<file path="src/rtl/mano_mem_arbiter_pkg.sv">
// Shared types and constants for the Mano memory arbiter.
//   arb_state_e : arbiter FSM state encoding (2-bit)
//   owner_e     : which requester owns the current access
//   DEF_AW/DW   : default address/data widths (4K x 16 word space)
//   cnt_width() : minimum register width able to hold 0..max_val
package mano_mem_arbiter_pkg;

   localparam int DEF_AW = 12;
   localparam int DEF_DW = 16;

   typedef enum logic [1:0] {
      ST_IDLE   = 2'd0,
      ST_ACCESS = 2'd1,
      ST_RESP   = 2'd2
   } arb_state_e;

   typedef enum logic {
      OWN_CORE = 1'b0,
      OWN_DMA  = 1'b1
   } owner_e;

   function automatic int cnt_width(input int max_val);
      return (max_val < 2) ? 1 : $clog2(max_val + 1);
   endfunction

endpackage

</file>
<file path="src/rtl/mano_mem_lat_cnt.sv">
// Access-latency timer: loadable down-counter with a terminal-count flag.
//   i_clk      : clock
//   i_rst_n    : asynchronous active-low reset (count -> 0)
//   i_load     : load i_load_val (takes priority over decrement)
//   i_load_val : start value, number of remaining cycles minus one
//   i_dec      : decrement by one while non-zero
//   o_last     : count is at zero, i.e. the current cycle is the last one
module mano_mem_lat_cnt #(
   parameter int CW = 1
) (
   input  logic          i_clk,
   input  logic          i_rst_n,
   input  logic          i_load,
   input  logic [CW-1:0] i_load_val,
   input  logic          i_dec,
   output logic          o_last
);

   logic [CW-1:0] r_cnt;

   always_ff @(posedge i_clk or negedge i_rst_n) begin
      if (!i_rst_n) begin
         r_cnt <= '0;
      end else if (i_load) begin
         r_cnt <= i_load_val;
      end else if (i_dec && (r_cnt != '0)) begin
         r_cnt <= r_cnt - 1'b1;
      end
   end

   assign o_last = (r_cnt == '0);

endmodule

</file>
<file path="src/rtl/mano_mem_arbiter.sv">
// Shares the single memory port between the core and the DMA/program loader.
// Each access: arbitrate in IDLE, drive mem_en for MEM_LAT cycles, then give
// the owner a one-cycle ready/ack. Core has fixed priority, except that a
// pending DMA request wins once MAX_WAIT consecutive core grants have been
// made while it waited.
//
// Ports:
//   mclk, mrst                 clock, async active-low reset
//   cpu_rd/cpu_wr/addr/wdata   core request (level, held until cpu_ready)
//   cpu_rdata, cpu_ready       core read data, one-cycle completion
//   dma_req/we/addr/wdata      DMA request (level, held until dma_ack)
//   dma_rdata, dma_ack         DMA read data, one-cycle completion
//   mem_en/we/addr/wdata       memory port, all registered
//   mem_rdata                  memory read data, valid in last access cycle
//   busy                       access in progress (ACCESS or RESP)
//   proto_err                  sticky: core asserted rd and wr together
//
// state  | meaning
// IDLE   | arbitrate on each edge, latch winner's operands
// ACCESS | mem_en high, MEM_LAT cycles, capture read data on last edge
// RESP   | owner's ready/ack high for one cycle
module mano_mem_arbiter
   import mano_mem_arbiter_pkg::*;
#(
   parameter int AW       = DEF_AW,
   parameter int DW       = DEF_DW,
   parameter int MEM_LAT  = 2,
   parameter int MAX_WAIT = 4
) (
   input  logic          mclk,
   input  logic          mrst,
   input  logic          cpu_rd,
   input  logic          cpu_wr,
   input  logic [AW-1:0] cpu_addr,
   input  logic [DW-1:0] cpu_wdata,
   output logic [DW-1:0] cpu_rdata,
   output logic          cpu_ready,
   input  logic          dma_req,
   input  logic          dma_we,
   input  logic [AW-1:0] dma_addr,
   input  logic [DW-1:0] dma_wdata,
   output logic [DW-1:0] dma_rdata,
   output logic          dma_ack,
   output logic          mem_en,
   output logic          mem_we,
   output logic [AW-1:0] mem_addr,
   output logic [DW-1:0] mem_wdata,
   input  logic [DW-1:0] mem_rdata,
   output logic          busy,
   output logic          proto_err
);

   localparam int SW = cnt_width(MAX_WAIT);
   localparam int CW = cnt_width(MEM_LAT - 1);
   localparam logic [SW-1:0] STARVE_MAX = SW'(MAX_WAIT);
   localparam logic [CW-1:0] LAT_LOAD   = CW'(MEM_LAT - 1);

   arb_state_e    r_state;
   owner_e        r_owner;
   logic [SW-1:0] r_starve_cnt;

   logic w_core_req;
   logic w_dma_win;
   logic w_core_win;
   logic w_grant;
   logic w_last;

   assign w_core_req = cpu_rd | cpu_wr;
   // DMA overrides core priority only once the starvation count saturates.
   assign w_dma_win  = dma_req & (~w_core_req | (r_starve_cnt == STARVE_MAX));
   assign w_core_win = w_core_req & ~w_dma_win;
   assign w_grant    = (r_state == ST_IDLE) & (w_core_req | dma_req);

   mano_mem_lat_cnt #(
      .CW (CW)
   ) u_lat_cnt (
      .i_clk      (mclk),
      .i_rst_n    (mrst),
      .i_load     (w_grant),
      .i_load_val (LAT_LOAD),
      .i_dec      (r_state == ST_ACCESS),
      .o_last     (w_last)
   );

   always_ff @(posedge mclk or negedge mrst) begin
      if (!mrst) begin
         r_state      <= ST_IDLE;
         r_owner      <= OWN_CORE;
         r_starve_cnt <= '0;
         cpu_rdata    <= '0;
         cpu_ready    <= 1'b0;
         dma_rdata    <= '0;
         dma_ack      <= 1'b0;
         mem_en       <= 1'b0;
         mem_we       <= 1'b0;
         mem_addr     <= '0;
         mem_wdata    <= '0;
         busy         <= 1'b0;
         proto_err    <= 1'b0;
      end else begin
         cpu_ready <= 1'b0;
         dma_ack   <= 1'b0;
         case (r_state)
            ST_IDLE: begin
               if (!dma_req || w_dma_win) begin
                  r_starve_cnt <= '0;
               end else if (r_starve_cnt != STARVE_MAX) begin
                  r_starve_cnt <= r_starve_cnt + 1'b1;
               end
               if (w_core_win) begin
                  r_owner   <= OWN_CORE;
                  mem_addr  <= cpu_addr;
                  mem_wdata <= cpu_wdata;
                  // rd+wr together is performed as a write
                  mem_we    <= cpu_wr;
                  mem_en    <= 1'b1;
                  busy      <= 1'b1;
                  r_state   <= ST_ACCESS;
                  if (cpu_rd && cpu_wr) begin
                     proto_err <= 1'b1;
                  end
               end else if (w_dma_win) begin
                  r_owner   <= OWN_DMA;
                  mem_addr  <= dma_addr;
                  mem_wdata <= dma_wdata;
                  mem_we    <= dma_we;
                  mem_en    <= 1'b1;
                  busy      <= 1'b1;
                  r_state   <= ST_ACCESS;
               end
            end
            ST_ACCESS: begin
               if (w_last) begin
                  mem_en  <= 1'b0;
                  mem_we  <= 1'b0;
                  r_state <= ST_RESP;
                  if (r_owner == OWN_CORE) begin
                     cpu_ready <= 1'b1;
                     if (!mem_we) begin
                        cpu_rdata <= mem_rdata;
                     end
                  end else begin
                     dma_ack <= 1'b1;
                     if (!mem_we) begin
                        dma_rdata <= mem_rdata;
                     end
                  end
               end
            end
            ST_RESP: begin
               busy    <= 1'b0;
               r_state <= ST_IDLE;
            end
            default: begin
               mem_en  <= 1'b0;
               mem_we  <= 1'b0;
               busy    <= 1'b0;
               r_state <= ST_IDLE;
            end
         endcase
      end
   end

endmodule

</file>
<file path="config.mk">
export PLATFORM = sky130hd
export DESIGN_NAME = mano_mem_arbiter
export DESIGN_NICKNAME = d
export VERILOG_FILES = /design/src/rtl/mano_mem_arbiter_pkg.sv /design/src/rtl/mano_mem_lat_cnt.sv /design/src/rtl/mano_mem_arbiter.sv
export SDC_FILE = /design/constraint.sdc
export NUM_CORES = 1
export LEC_CHECK = 0
export BUFFER_PORTS_ARGS = -buffer_cell sky130_fd_sc_hd__buf_2
export CORE_MARGIN = 2
export CORE_UTILIZATION = 43
export DETAILED_ROUTE_END_ITERATION = 8
export GPL_TIMING_DRIVEN = 0
export PLACE_DENSITY = 0.76
export SLEW_MARGIN = 20
export SYNTH_ARGS = -nofsm -noshare
export SYNTH_HDL_FRONTEND = slang
export SYNTH_SLANG_ARGS = --single-unit
</file>
<file path="constraint.sdc">
create_clock -name mclk -period 1.6 [get_ports mclk]
set_input_delay 0 -clock mclk [delete_from_list [all_inputs] [get_ports mclk]]
set_output_delay 0 -clock mclk [all_outputs]
set_load 0.005 [all_outputs]
</file>
==> results.json <==
{
  "die_area_mm2": 0.00841,
  "grt_start_max_net_pins": 57,
  "power_leakage_nw": 2.54,
  "status": "finished with violations",
  "violations": "setup timing",
  "synth-seq-cells": 73,
  "grt_util_met3_pct": 6.24,
  "clk_pin_slew_worst_paths_ps": 80,
  "vias": 3300,
  "rsz0062_at_grt": "true",
  "cts_tree": "done",
  "synthCells": 259,
  "min_from": "cpu_wr",
  "cts_buffer_depth": 2,
  "place.gp.congestion": 0.905,
  "finClkSkew_ps": 11.3,
  "reg2reg_to": "cpu_rdata[12]",
  "drv_cap": 0,
  "maxSlewHeadroom_pct": 50.5,
  "first_global_vias": 3458,
  "clk_latency_ps": 350,
  "p_comb_share_pct": 45.8,
  "path_class": "reg2reg",
  "cp.arrival_ps": 1910,
  "busiest_layer": "met2",
  "wl_mm": 11.0,
  "r2r-start": "r_state[1]",
  "rows": 31,
  "reg2regPathDepth": 4,
  "gr-total-overflow": 0,
  "place_hpwl_mm": 6.19,
  "r2r_slack_ps": -80,
  "drc_errors": 0,
  "internal-power_mw": 6.29,
  "mappedNetlistArea_mm2": 0.00331,
  "crit_required_ps": 1830,
  "grt_pass1_wl_mm": 17.0,
  "antenna_found_initial": 0,
  "numCtsBuffers": 9,
  "timing.final.ws_setup_ps": -79.2,
  "min_to": "mem_we",
  "power.switching_mw": 3.08,
  "ys_seq_area_share_pct": 55.3,
  "vias_per_cell": 5.46,
  "cts_num_sinks": 73,
  "startpoint_type": "flop",
  "cts-root-buf": "clkbuf_8",
  "power-per-cell-area_mw_per_mm2": 1720,
  "portBuffers": 143,
  "synth_cell_type_count": 35,
  "crit_fanout": 5,
  "tns_ps": -1130,
  "final_max_slew_viol_count": 0,
  "power_frac_seq_pct": 35.3,
  "wl_per_cell_um": 18.2,
  "dp.cells": 502,
  "final_cells": 604,
  "period_share_pct": 105,
  "grt_usage_pct": 25.8,
  "grtUsageMet1_pct": 30.1,
  "p_clk_share_pct": 18.9,
  "grtUsageMet2_pct": 43.9,
  "layout_commonest_cell": "buf_2",
  "core_mm2": 0.00733,
  "syn_nets": 339,
  "die_w_um": 91.7,
  "initial_core_util_pct": 45.1,
  "ant_nets": 0,
  "cp-end-kind": "flop",
  "syn_to_final_growth_pct": 65.0,
  "worst_pin_slew_ps": 736,
  "yosysWarnings": 0,
  "antenna_cells": 0,
  "drt_first_pass_iters": 4,
  "nFillCells": 461,
  "nets": 580,
  "die_h_um": 91.7,
  "fin_crit_ps": 1680,
  "ir_worst_vdd_uv": 1070,
  "setup_viol": 22,
  "drtIter0Drc": 127,
  "boundaryPins": 144,
  "h-tree-depth": 3,
  "fmax_ghz": 0.596,
  "hold_class": "in2reg",
  "avgSynthCellArea_um2": 12.8,
  "drive_gt1_share_pct": 46.7,
  "swShare_pct": 32.8,
  "min_path_cells": 3,
  "layout_common_cells": "buf_2, dlygate4sd3_1, dfrtp_1",
  "finalHoldViolCount": 0
}
[metal layers]
| metal | up-vias | wire (um) | share of wire, % |
|---|---|---|---|
| li1 | 1483 | - | - |
| met1 | 1616 | 4300 | 39 |
| met2 | 156 | 5660 | 51 |
| met3 | 45 | 631 | 5.7 |
| met4 | 0 | 401 | 3.6 |
| met5 | - | 0 | 0 |
[final cells by class]
type	count	area (um2)	share of cell area, %
flip-flops and latches	73	1830	33.5
repair buffers	232	1610	29.5
multi-input cells	156	1470	26.9
plain buffers	22	160	2.94
clock buffers	10	128	2.34
well taps	99	124	2.27
clock inverters	6	115	2.11
inverters	6	22.5	0.413
[power groups by stage]
stage / logic, mW / clock network (mW) / registers (mW)
2_1_floorplan: 2.10 / 0 / 3.35
3_3_place_gp: 3.48 / 0 / 3.29
3_5_place_dp: 3.59 / 0 / 3.32
4_1_cts: 4.09 / 1.80 / 3.27
5_1_grt: 4.59 / 1.87 / 3.41
6_report: 4.29 / 1.77 / 3.31
[cell usage after synthesis (all sizes together)]
library cell  count  area share [%]
ha                2            0.76
nand3             3            0.45
nand2b            1            0.19
nor3              2            0.64
a211oi            1            0.23
inv               6            0.68
a21boi            1            0.23
nand2             6            0.68
o22ai             3            0.57
or3b              1            0.34
and3              1            0.19
nor4b             1            0.26
or2               2            0.38
o21ai            31             4.7
o21a              1            0.23
mux2             32              13
buf               5             1.4
and2              1            0.19
a21oi             1            0.15
clkbuf           19             2.2
or2b              1            0.23
dfrtp            73              55
nand3b            1            0.61
a311oi           28             7.4
a41o              1            0.30
a21o              2            0.45
a2bb2oi          29             7.7
nor2              4            0.45
[metrics by stage]
step                      util (%)  area [um2]  hold WS [ps]  power [mW]  worst slack (ps)
after global placement        56.5        4150           244        6.77              -307
after global routing          74.4        5460          57.1        9.87              -127
final                         74.4        5460          22.8        9.36             -79.2
after floorplan                  -        3310          -296        5.46              -120
after detailed placement      57.0        4180          -106        6.91              -366
after CTS                     73.2        5370          8.45        9.15              -181
[worst max-delay path by stage]
stage / start / slack (ps) / cells past startpoint / end
2_1_floorplan: r_state[1] / -120 / 4 / cpu_rdata[0]
3_3_place_gp: r_state[1] / -310 / 4 / cpu_rdata[14]
3_5_place_dp: r_starve_cnt[0] / -370 / 7 / mem_addr[10]
4_1_cts: u_lat_cnt.r_cnt / -180 / 5 / cpu_rdata[12]
5_1_grt: r_state[1] / -130 / 4 / cpu_rdata[12]
6_report: r_state[1] / -80 / 4 / cpu_rdata[12]
[repair_timing]
action                     in CTS  in global routing
buffers inserted               10                  1
setup endpoints to repair      57                 60
gates resized for setup        31                 37
pin swaps                       3                  6
cloned                          1                  0
hold buffers                   77                  0
hold endpoints to repair      137                  0
[critical path, stage by stage (launching register included)]
cell     delay, ps
dfrtp_2        410
or3b_4         430
nor3_4         240
buf_6          190
mux2_4         310
[kinds of logic after synthesis]
kind of cell,count (synthesis),synth area share [%]
buf+inv,30,4.24
simple gates,24,4.62
flops,73,55.3
mux,32,13.2
compound gates,98,22.0
fa+ha+maj,2,0.757
[state kept, by name, indices dropped and copies added, names as in the netlist]
name,count
cpu_rdata,16
dma_rdata,16
mem_wdata,16
mem_addr,12
r_starve_cnt,3
r_state,2
busy,1
cpu_ready,1
dma_ack,1
mem_en,1
mem_we,1
proto_err,1
r_owner,1
u_lat_cnt.r_cnt,1
Note: power is estimated with default switching activity, not from simulation.
